$ cat config.mk
export PLATFORM = sky130hd
export DESIGN_NAME = alu_result_stage_flat
export DESIGN_NICKNAME = d
export VERILOG_FILES = /design/src/rtl/alu_result_stage_if.sv /design/src/rtl/alu_result_stage.sv /design/src/flat_wrapper.sv
export SDC_FILE = /design/constraint.sdc
export NUM_CORES = 1
export LEC_CHECK = 0
export CAP_MARGIN = 20
export CORE_AREA = 3 3 85 147
export DETAILED_ROUTE_END_ITERATION = 16
export DIE_AREA = 0 0 88 150
export PLACE_DENSITY = 0.74
export SLEW_MARGIN = 20
export SYNTH_ARGS = -nofsm -noshare
export SYNTH_HDL_FRONTEND = slang
export SYNTH_SLANG_ARGS = --single-unit
$ cat constraint.sdc
create_clock -name clk -period 2.5 [get_ports clk]
set_input_delay 0.375 -clock clk [delete_from_list [all_inputs] [get_ports clk]]
set_output_delay 0.375 -clock clk [all_outputs]
set_load 0.01 [all_outputs]
$ cat src/rtl/alu_result_stage_if.sv
// Handshake and payload bundle between the ALU units, the result stage and writeback.
interface alu_result_stage_if #(
  parameter int unsigned DW = 32,
  parameter int unsigned RW = 5
);
  logic          in_valid;
  logic          in_ready;
  logic [1:0]    sel;
  logic [DW-1:0] logres;
  logic [DW-1:0] arithres;
  logic          arith_c;
  logic          arith_v;
  logic [DW-1:0] shiftres;
  logic [DW-1:0] opb;
  logic [RW-1:0] rd;
  logic          we;

  logic          out_valid;
  logic          out_ready;
  logic [DW-1:0] out_result;
  logic [RW-1:0] out_rd;
  logic          out_we;
  logic [3:0]    out_flags;

  // Driver of instructions and consumer of results (execute + writeback side).
  modport master (
    output in_valid, sel, logres, arithres, arith_c, arith_v, shiftres, opb, rd, we,
    input  in_ready,
    input  out_valid, out_result, out_rd, out_we, out_flags,
    output out_ready
  );

  // The result stage itself.
  modport slave (
    input  in_valid, sel, logres, arithres, arith_c, arith_v, shiftres, opb, rd, we,
    output in_ready,
    output out_valid, out_result, out_rd, out_we, out_flags,
    input  out_ready
  );
endinterface

$ cat src/rtl/alu_result_stage.sv
// ALU result select + NZCV flag generation behind a 2-entry skid buffer.
// Optional: define ALU_RETIRE_CNT_EN to add the retire_cnt output, which counts
// releases that carry a register write.
module alu_result_stage #(
  parameter int unsigned DW = 32,
  parameter int unsigned RW = 5
) (
  input  logic                clk,
  input  logic                rst_n,
  alu_result_stage_if.slave   bus
`ifdef ALU_RETIRE_CNT_EN
  ,
  output logic [31:0]         retire_cnt
`endif
);

  typedef struct packed {
    logic [DW-1:0] result;
    logic [RW-1:0] rd;
    logic          we;
    logic [3:0]    flags;
  } entry_t;

  // state[0] = main valid, state[1] = skid valid
  localparam logic [1:0] S_EMPTY = 2'b00;
  localparam logic [1:0] S_ONE   = 2'b01;
  localparam logic [1:0] S_FULL  = 2'b11;

  logic [1:0]    state_q, state_d;
  entry_t        main_q, skid_q, in_entry;
  logic [DW-1:0] sel_res;
  logic          accept, rel;
  logic          load_main_in, load_main_skid, load_skid, drop_main;

  assign bus.in_ready   = rst_n & ~state_q[1];
  assign bus.out_valid  = state_q[0];
  assign bus.out_result = main_q.result;
  assign bus.out_rd     = main_q.rd;
  assign bus.out_we     = main_q.we;
  assign bus.out_flags  = main_q.flags;

  assign accept = bus.in_valid & bus.in_ready;
  assign rel    = bus.out_valid & bus.out_ready;

  // Pick the unit result and derive {N,Z,C,V}; C/V only mean something for arithmetic.
  always_comb begin
    sel_res = bus.logres;
    case (bus.sel)
      2'b00:   sel_res = bus.logres;
      2'b01:   sel_res = bus.arithres;
      2'b10:   sel_res = bus.shiftres;
      default: sel_res = bus.opb;
    endcase
    in_entry.result = sel_res;
    in_entry.rd     = bus.rd;
    in_entry.we     = bus.we;
    in_entry.flags  = {sel_res[DW-1],
                       (sel_res == '0),
                       (bus.sel == 2'b01) & bus.arith_c,
                       (bus.sel == 2'b01) & bus.arith_v};
  end

  // Occupancy state register.
  always_ff @(posedge clk or negedge rst_n) begin
    if (!rst_n) state_q <= S_EMPTY;
    else        state_q <= state_d;
  end

  // Next occupancy and the register load controls it implies.
  always_comb begin
    state_d        = state_q;
    load_main_in   = 1'b0;
    load_main_skid = 1'b0;
    load_skid      = 1'b0;
    drop_main      = 1'b0;
    case (state_q)
      S_EMPTY: begin
        if (accept) begin
          state_d      = S_ONE;
          load_main_in = 1'b1;
        end
      end
      S_ONE: begin
        if (accept && rel) begin
          load_main_in = 1'b1;
        end else if (accept) begin
          state_d   = S_FULL;
          load_skid = 1'b1;
        end else if (rel) begin
          state_d   = S_EMPTY;
          drop_main = 1'b1;
        end
      end
      S_FULL: begin
        if (rel) begin
          state_d        = S_ONE;
          load_main_skid = 1'b1;
        end
      end
      default: state_d = S_EMPTY;
    endcase
  end

  // Main and skid payload registers; a drained main keeps out_we low.
  always_ff @(posedge clk or negedge rst_n) begin
    if (!rst_n) begin
      main_q <= '0;
      skid_q <= '0;
    end else begin
      if (load_main_in)        main_q    <= in_entry;
      else if (load_main_skid) main_q    <= skid_q;
      else if (drop_main)      main_q.we <= 1'b0;

      if (load_skid)           skid_q <= in_entry;
      else if (load_main_skid) skid_q <= '0;
    end
  end

`ifdef ALU_RETIRE_CNT_EN
  // Count retired instructions that write the register file; wraps naturally.
  always_ff @(posedge clk or negedge rst_n) begin
    if (!rst_n)               retire_cnt <= '0;
    else if (rel && main_q.we) retire_cnt <= retire_cnt + 32'd1;
  end
`endif

endmodule
$ cat src/flat_wrapper.sv
// flat-port wrapper written by rule: the top's interface ports become plain ports
module alu_result_stage_flat 
#(
  parameter int unsigned DW = 32,
  parameter int unsigned RW = 5
)
  (clk, rst_n, bus_in_valid, bus_sel, bus_logres, bus_arithres, bus_arith_c, bus_arith_v, bus_shiftres, bus_opb, bus_rd, bus_we, bus_in_ready, bus_out_valid, bus_out_result, bus_out_rd, bus_out_we, bus_out_flags, bus_out_ready);
  alu_result_stage_if #(.DW(DW), .RW(RW)) bus_i ();
  input  logic clk;
  input  logic rst_n;
  input wire logic [$bits(bus_i.in_valid)-1:0] bus_in_valid;
  input wire logic [$bits(bus_i.sel)-1:0] bus_sel;
  input wire logic [$bits(bus_i.logres)-1:0] bus_logres;
  input wire logic [$bits(bus_i.arithres)-1:0] bus_arithres;
  input wire logic [$bits(bus_i.arith_c)-1:0] bus_arith_c;
  input wire logic [$bits(bus_i.arith_v)-1:0] bus_arith_v;
  input wire logic [$bits(bus_i.shiftres)-1:0] bus_shiftres;
  input wire logic [$bits(bus_i.opb)-1:0] bus_opb;
  input wire logic [$bits(bus_i.rd)-1:0] bus_rd;
  input wire logic [$bits(bus_i.we)-1:0] bus_we;
  output wire logic [$bits(bus_i.in_ready)-1:0] bus_in_ready;
  output wire logic [$bits(bus_i.out_valid)-1:0] bus_out_valid;
  output wire logic [$bits(bus_i.out_result)-1:0] bus_out_result;
  output wire logic [$bits(bus_i.out_rd)-1:0] bus_out_rd;
  output wire logic [$bits(bus_i.out_we)-1:0] bus_out_we;
  output wire logic [$bits(bus_i.out_flags)-1:0] bus_out_flags;
  input wire logic [$bits(bus_i.out_ready)-1:0] bus_out_ready;
  assign bus_i.in_valid = bus_in_valid;
  assign bus_i.sel = bus_sel;
  assign bus_i.logres = bus_logres;
  assign bus_i.arithres = bus_arithres;
  assign bus_i.arith_c = bus_arith_c;
  assign bus_i.arith_v = bus_arith_v;
  assign bus_i.shiftres = bus_shiftres;
  assign bus_i.opb = bus_opb;
  assign bus_i.rd = bus_rd;
  assign bus_i.we = bus_we;
  assign bus_in_ready = bus_i.in_ready;
  assign bus_out_valid = bus_i.out_valid;
  assign bus_out_result = bus_i.out_result;
  assign bus_out_rd = bus_i.out_rd;
  assign bus_out_we = bus_i.out_we;
  assign bus_out_flags = bus_i.out_flags;
  assign bus_i.out_ready = bus_out_ready;
  alu_result_stage #(.DW(DW), .RW(RW)) u_core (.clk(clk), .rst_n(rst_n), .bus(bus_i));
endmodule
Word level (Yosys, flattened, before mapping)
Index checks and enable logic that the tools add are counted.
{"block": "totals", "inputBits": 142, "latchBits": 0, "regBits": 86, "mem_count": 0, "rom_bits": 0, "mem_bits_rw": 0, "output_inout_bits": 44, "word_cells": 55}
{"block": "classes", "shifts": 0, "n_reduce_logical": 8, "n_lt_le_gt_ge": 0, "div_mod_pow": 0, "mul": 0, "mux": 24, "eq_ne": 8, "bitwise_logic": 6, "addsub": 0}
{"operator": "2-to-1 mux 42 bit", "count": 3}
{"operator": "one-hot mux 32 bit (3 select lines)", "count": 1}
{"operator": "2-to-1 mux 37 bit", "count": 1}
{"operator": "logical NOT 32 bit", "count": 1}
{"operator": "2-to-1 mux 1 bit", "count": 11}
{"operator": "2-to-1 mux 2 bit", "count": 5}
{"operator": "one-hot mux 2 bit (3 select lines)", "count": 1}
{"operator": "bitwise AND 1 bit", "count": 5}
{"operator": "equality test 2 x 1 -> 1 bit, second input constant", "count": 2}
{"operator": "equality test 2 bit, second input constant", "count": 2}
{"operator": "logical NOT 2 bit", "count": 2}
{"operator": "2-to-1 mux 4 bit", "count": 1}
{"operator": "!= test 2 x 1 -> 1 bit, second input constant", "count": 2}
{"operator": "AND reduction 4 bit", "count": 1}
{"operator": "nonzero test 2 bit", "count": 2}
{"operator": "!= test 3 x 1 -> 1 bit, second input constant", "count": 1}
{"operator": "nonzero test 3 bit", "count": 1}
{"operator": "!= test 2 bit, second input constant", "count": 1}
{"operator": "one-hot mux 1 bit (2 select lines)", "count": 1}
{"operator": "logical AND 1 bit", "count": 1}
{"operator": "inverter 1 bit", "count": 1}

Longest topological paths before layout
{"block": "depth", "word_depth": 9, "mapped_depth": 8, "depth_no_buf": 6}

Worst setup path after synthesis
Ideal clock, no wire load.
{"block": "synth_timing", "path_kind": "input -> register", "from": "in bus_sel[1]", "to": "reg u_core.main_q (netlist bit u_core.bus.out_flags[2])", "slack_ns": 0.505, "path_buffers": 2, "required_time_ns": 2.405, "arrival_ns": 1.900, "path_stages": 6, "setup_ns": 0.095, "path_cell_list": "clkbuf_1 > clkbuf_1 > mux4_2 > nor4_2 > nand4_1 > o31ai_1"}
{"block": "synth_between", "elab_chain_cells": 4, "elab_cells_between_ends": 6, "cone_classes": "eq/ne: 2; mux: 2; reduce/logical: 2"}
{"item": "start, declared", "line": "flat_wrapper.sv:12", "text": "input wire logic [$bits(bus_i.sel)-1:0] bus_sel;"}
{"item": "equality test 2 bit, or another cell as far along", "line": "alu_result_stage.sv:48", "text": "case (bus.sel)"}
{"item": "one-hot mux 32 bit (3 select lines) (*)", "line": "alu_result_stage.sv:48"}
{"item": "logical NOT 32 bit (*)", "line": "alu_result_stage.sv:58", "text": "(sel_res == '0),"}
{"item": "2-to-1 mux 42 bit (*)", "line": "alu_result_stage.sv:110", "text": "if (load_main_in) main_q <= in_entry;"}
{"item": "end signal, assigned", "line": "alu_result_stage.sv:110"}
{"item": "end signal, assigned", "line": "alu_result_stage.sv:111", "text": "else if (load_main_skid) main_q <= skid_q;"}
{"item": "end, declared", "line": "alu_result_stage.sv:30", "text": "entry_t main_q, skid_q, in_entry;"}
Every way passes the cells marked *; elsewhere a longest branch is shown, timed or not.
A chain may end at the register's enable or synchronous reset.

Worst setup path after layout
{"block": "layout_timing", "from": "in rst_n", "to": "out bus_in_ready"}
{"block": "layout_between", "elab_chain_cells": 1}
{"item": "start, declared", "line": "flat_wrapper.sv:10", "text": "input logic rst_n;"}
{"item": "bitwise AND 1 bit", "line": "alu_result_stage.sv:35", "text": "assign bus.in_ready = rst_n & ~state_q[1];"}
{"item": "end, declared", "line": "flat_wrapper.sv:21", "text": "output wire logic [$bits(bus_i.in_ready)-1:0] bus_in_ready;"}
Every way passes these cells.

==> key figures <==
Yosys
  • YS warnings: 0
  • Register area share after synthesis: 0.464
  • Syn nets: 578
  • Mapped Area: 4530 um^2
  • Syn Inst Count: 432
  • Seq cells post-synth: 84
  • Post-synthesis cell type count: 30
  • Synthesized area per cell: 10.5 um^2

CTS
  • TritonCTS clock tree: built
  • Clock latency on the worst-skew pair: 0.33 ns
  • Clk buf depth: 2
  • Setup repair bufs after CTS: 0
  • Post_cts resized: 0
  • Clk root buf: clkbuf_16
  • H-tree levels: 3
  • Clock sink count: 84
  • Clock buffer count from CTS: 9
  • Clock transition at path regs: 0.06 ns

Setup path
  • Cell with the largest stage delay on the worst path: clkdlybuf4s50_1
  • Cells along the critical path: dlygate4sd3_1 > buf_4 > nor2b_1 > clkdlybuf4s50_1
  • R2R Setup Slk: 0.60 ns
  • CP Launch Type: input port
  • Worst Path Arrival: 1.95 ns
  • CP Data Required Time: 2.12 ns
  • CP peak stage delay: 0.55 ns
  • Worst path depth: 4
  • Crit path kind: in -> out
  • Worst-path maximum fanout: 22
  • Worst Setup End Kind: output pin
  • CP bufs+invs: 3
  • Top delay family on crit path: buffers and inverters
  • R2r worst-path depth: 6

Timing
  • Hold Fails Final Rpt: 0
  • Tcrit/Tclk final: 0.931
  • Endpoints failing setup: 0
  • Final slew viol count: 0
  • RSZ-0062 raised after global routing: false
  • Final WS setup: 0.172 ns
  • Crit path time final: 2.33 ns
  • Rel. slew slack: 0.709
  • Fmax: 430 MHz
  • Worst Clk Skew: 0.00443 ns
  • Worst-Margin Slew: 0.436 ns

Global route
  • Gr ovfl total: 0
  • Global-route wire length before repair: 21800 um
  • Total GRT Usage: 0.217
  • Largest net degree at the start of global routing: 45
  • Initial antenna violation count: 0
  • Vias in the first global route: 4283

Layout
  • P&R area growth vs syn: 51.9%
  • Nets@finish: 759
  • Commonest non-fill, non-tap cell in the layout: clkdlybuf4s50_1
  • Share of cells above drive strength 1: 0.128
  • Filler cell count: 976
  • # diodes: 0
  • Non-filler instance count after layout: 753
  • Most frequent cells in the layout: 183 x clkdlybuf4s50_1, 117 x nand2_1, 84 x dfrtp_1

Detailed routing
  • DRT Pass-1 Iters: 4
  • Vias: 4009
  • Detailed-route wire length per cell: 18.3 um
  • DRC errors left: 0
  • DRT met1 WL: 5000 um
  • Vias/cell: 5.32
  • WL met3: 696 um
  • ANT nets after route: 0
  • Max layer used: met4
  • DRT iter0 DRCs: 263
  • Routed WL: 13800 um
  • DR WL met2: 7790 um

Floorplanning
  • Full die area: 13200 um^2
  • Die W: 88 um
  • Core Area: 11500 um^2
  • Initial core utilization: 0.394
  • # rows: 52
  • # IOs: 186
  • Die height: 150 um

Run status
  • Status: finished clean

Power
  • Cell leakage power: 0.00311 uW
  • PwrDens: 880 nW/um^2
  • Peak supply drop: 407 uV

Placement
  • Inst Count DP: 736
  • Hpwl dp: 10900 um
  • Port Buf Inserts: 185
  • Pre-CTS setup slack: -0.0229 ns
  • Gpl congestion: 0.860

Flow run
  • Max cap viols: 0

Min path
  • Hold Path Class: in -> async
==> layout make-up <==
cell class,instances,area [um^2],area share
multi-input combinational,311,2280,0.331
sequential,84,2100,0.305
timing repair buffer,205,2050,0.297
clock buffer,10,239,0.0347
tap,135,169,0.0245
clock inverter,6,40.0,0.00581
inverter,2,7.51,0.00109
==> synth_stat cells <==
master	instances	area share
buf_1	5	0.0041
o31ai_1	2	0.0033
mux2_2	5	0.012
buf_6	2	0.0050
dfrtp_1	84	0.46
mux2i_1	37	0.082
nand3b_1	1	0.0017
nor4_2	1	0.0028
clkbuf_1	24	0.020
nand2_1	117	0.097
a21oi_1	4	0.0044
buf_4	2	0.0033
nor4_1	7	0.0097
buf_2	1	0.0011
nand2b_1	1	0.0014
ha_1	4	0.011
nor2_1	6	0.0050
a2bb2oi_1	1	0.0019
nand4b_1	1	0.0019
or2_1	1	0.0014
inv_1	2	0.0017
o21ai_0	39	0.043
nand3_1	43	0.047
mux4_2	32	0.16
nand4_1	2	0.0028
nor2b_1	2	0.0028
buf_12	1	0.0044
a31oi_1	2	0.0028
o21ai_1	2	0.0022
and2_1	1	0.0014
==> cell families after synthesis <==
logic type / after synthesis / share of synthesized area
buf+inv: 37 / 0.0395
mux: 74 / 0.253
simple gates: 183 / 0.175
fa+ha+maj: 4 / 0.0110
compound gates: 50 / 0.0577
flops: 84 / 0.464
==> worst register-to-register path, cell delays in order, from the launching register on <==
cell and delay [ns]:
dfrtp_1 0.52, ha_1 0.26, nand4b_1 0.13, nand2b_2 0.39, buf_4 0.30, nand3_1 0.12
nand2_1 0.06
==> worst paths after layout <==
kind                                   startpoint                 to
worst max-delay path                        rst_n       bus_in_ready
worst min-delay path                        rst_n  u_core.state_q[0]
worst max register to register  u_core.state_q[0]  u_core.skid_q[26]
worst min register to register  u_core.skid_q[19]  u_core.skid_q[19]
max in group asynchronous                   rst_n  u_core.skid_q[29]
min in group clk                u_core.skid_q[19]  u_core.skid_q[19]
==> per-stage QoR <==
stage | setup TNS, ns | utilization | hold slack [ns] | power [uW] | cell area [um^2]
after floorplan | 0 | - | 0.0794 | 3550 | 4530
after global placement | 0 | 0.573 | 0.281 | 4760 | 6600
after global routing | 0 | 0.598 | 0.497 | 6470 | 6890
after detailed placement | -0.0229 | 0.573 | 0.283 | 4860 | 6600
after CTS | 0 | 0.598 | 0.477 | 6110 | 6890
final | 0 | 0.598 | 0.475 | 6060 | 6890
==> sequential cells by signal, indices dropped and copies added, names as in the netlist <==
register and flops:
u_core.bus.out_result 32, u_core.skid_q 41, u_core.bus.out_flags 3, u_core.state_q 2
u_core.bus.out_rd 5, u_core.bus.out_we 1
==> metal layers <==
metal | global-route usage | up-vias
li1 | - | 1896
met1 | 0.247 | 1941
met2 | 0.397 | 148
met3 | 0.0419 | 24
met4 | 0.0745 | 0
met5 | 0 | -
==> where the power goes <==
part           switching, uW  internal [uW]  total (uW)
clock                    541            696        1240
sequential               383           2000        2390
combinational           1110           1330        2440
total                   2030           4030        6060
==> repair_timing <==
item / CTS / global route
endpoints found under the hold margin: 17 / 0
setup endpoints to repair: 0 / 0
hold buffers: 1 / 0
Power figures use the tool's default switching activity.
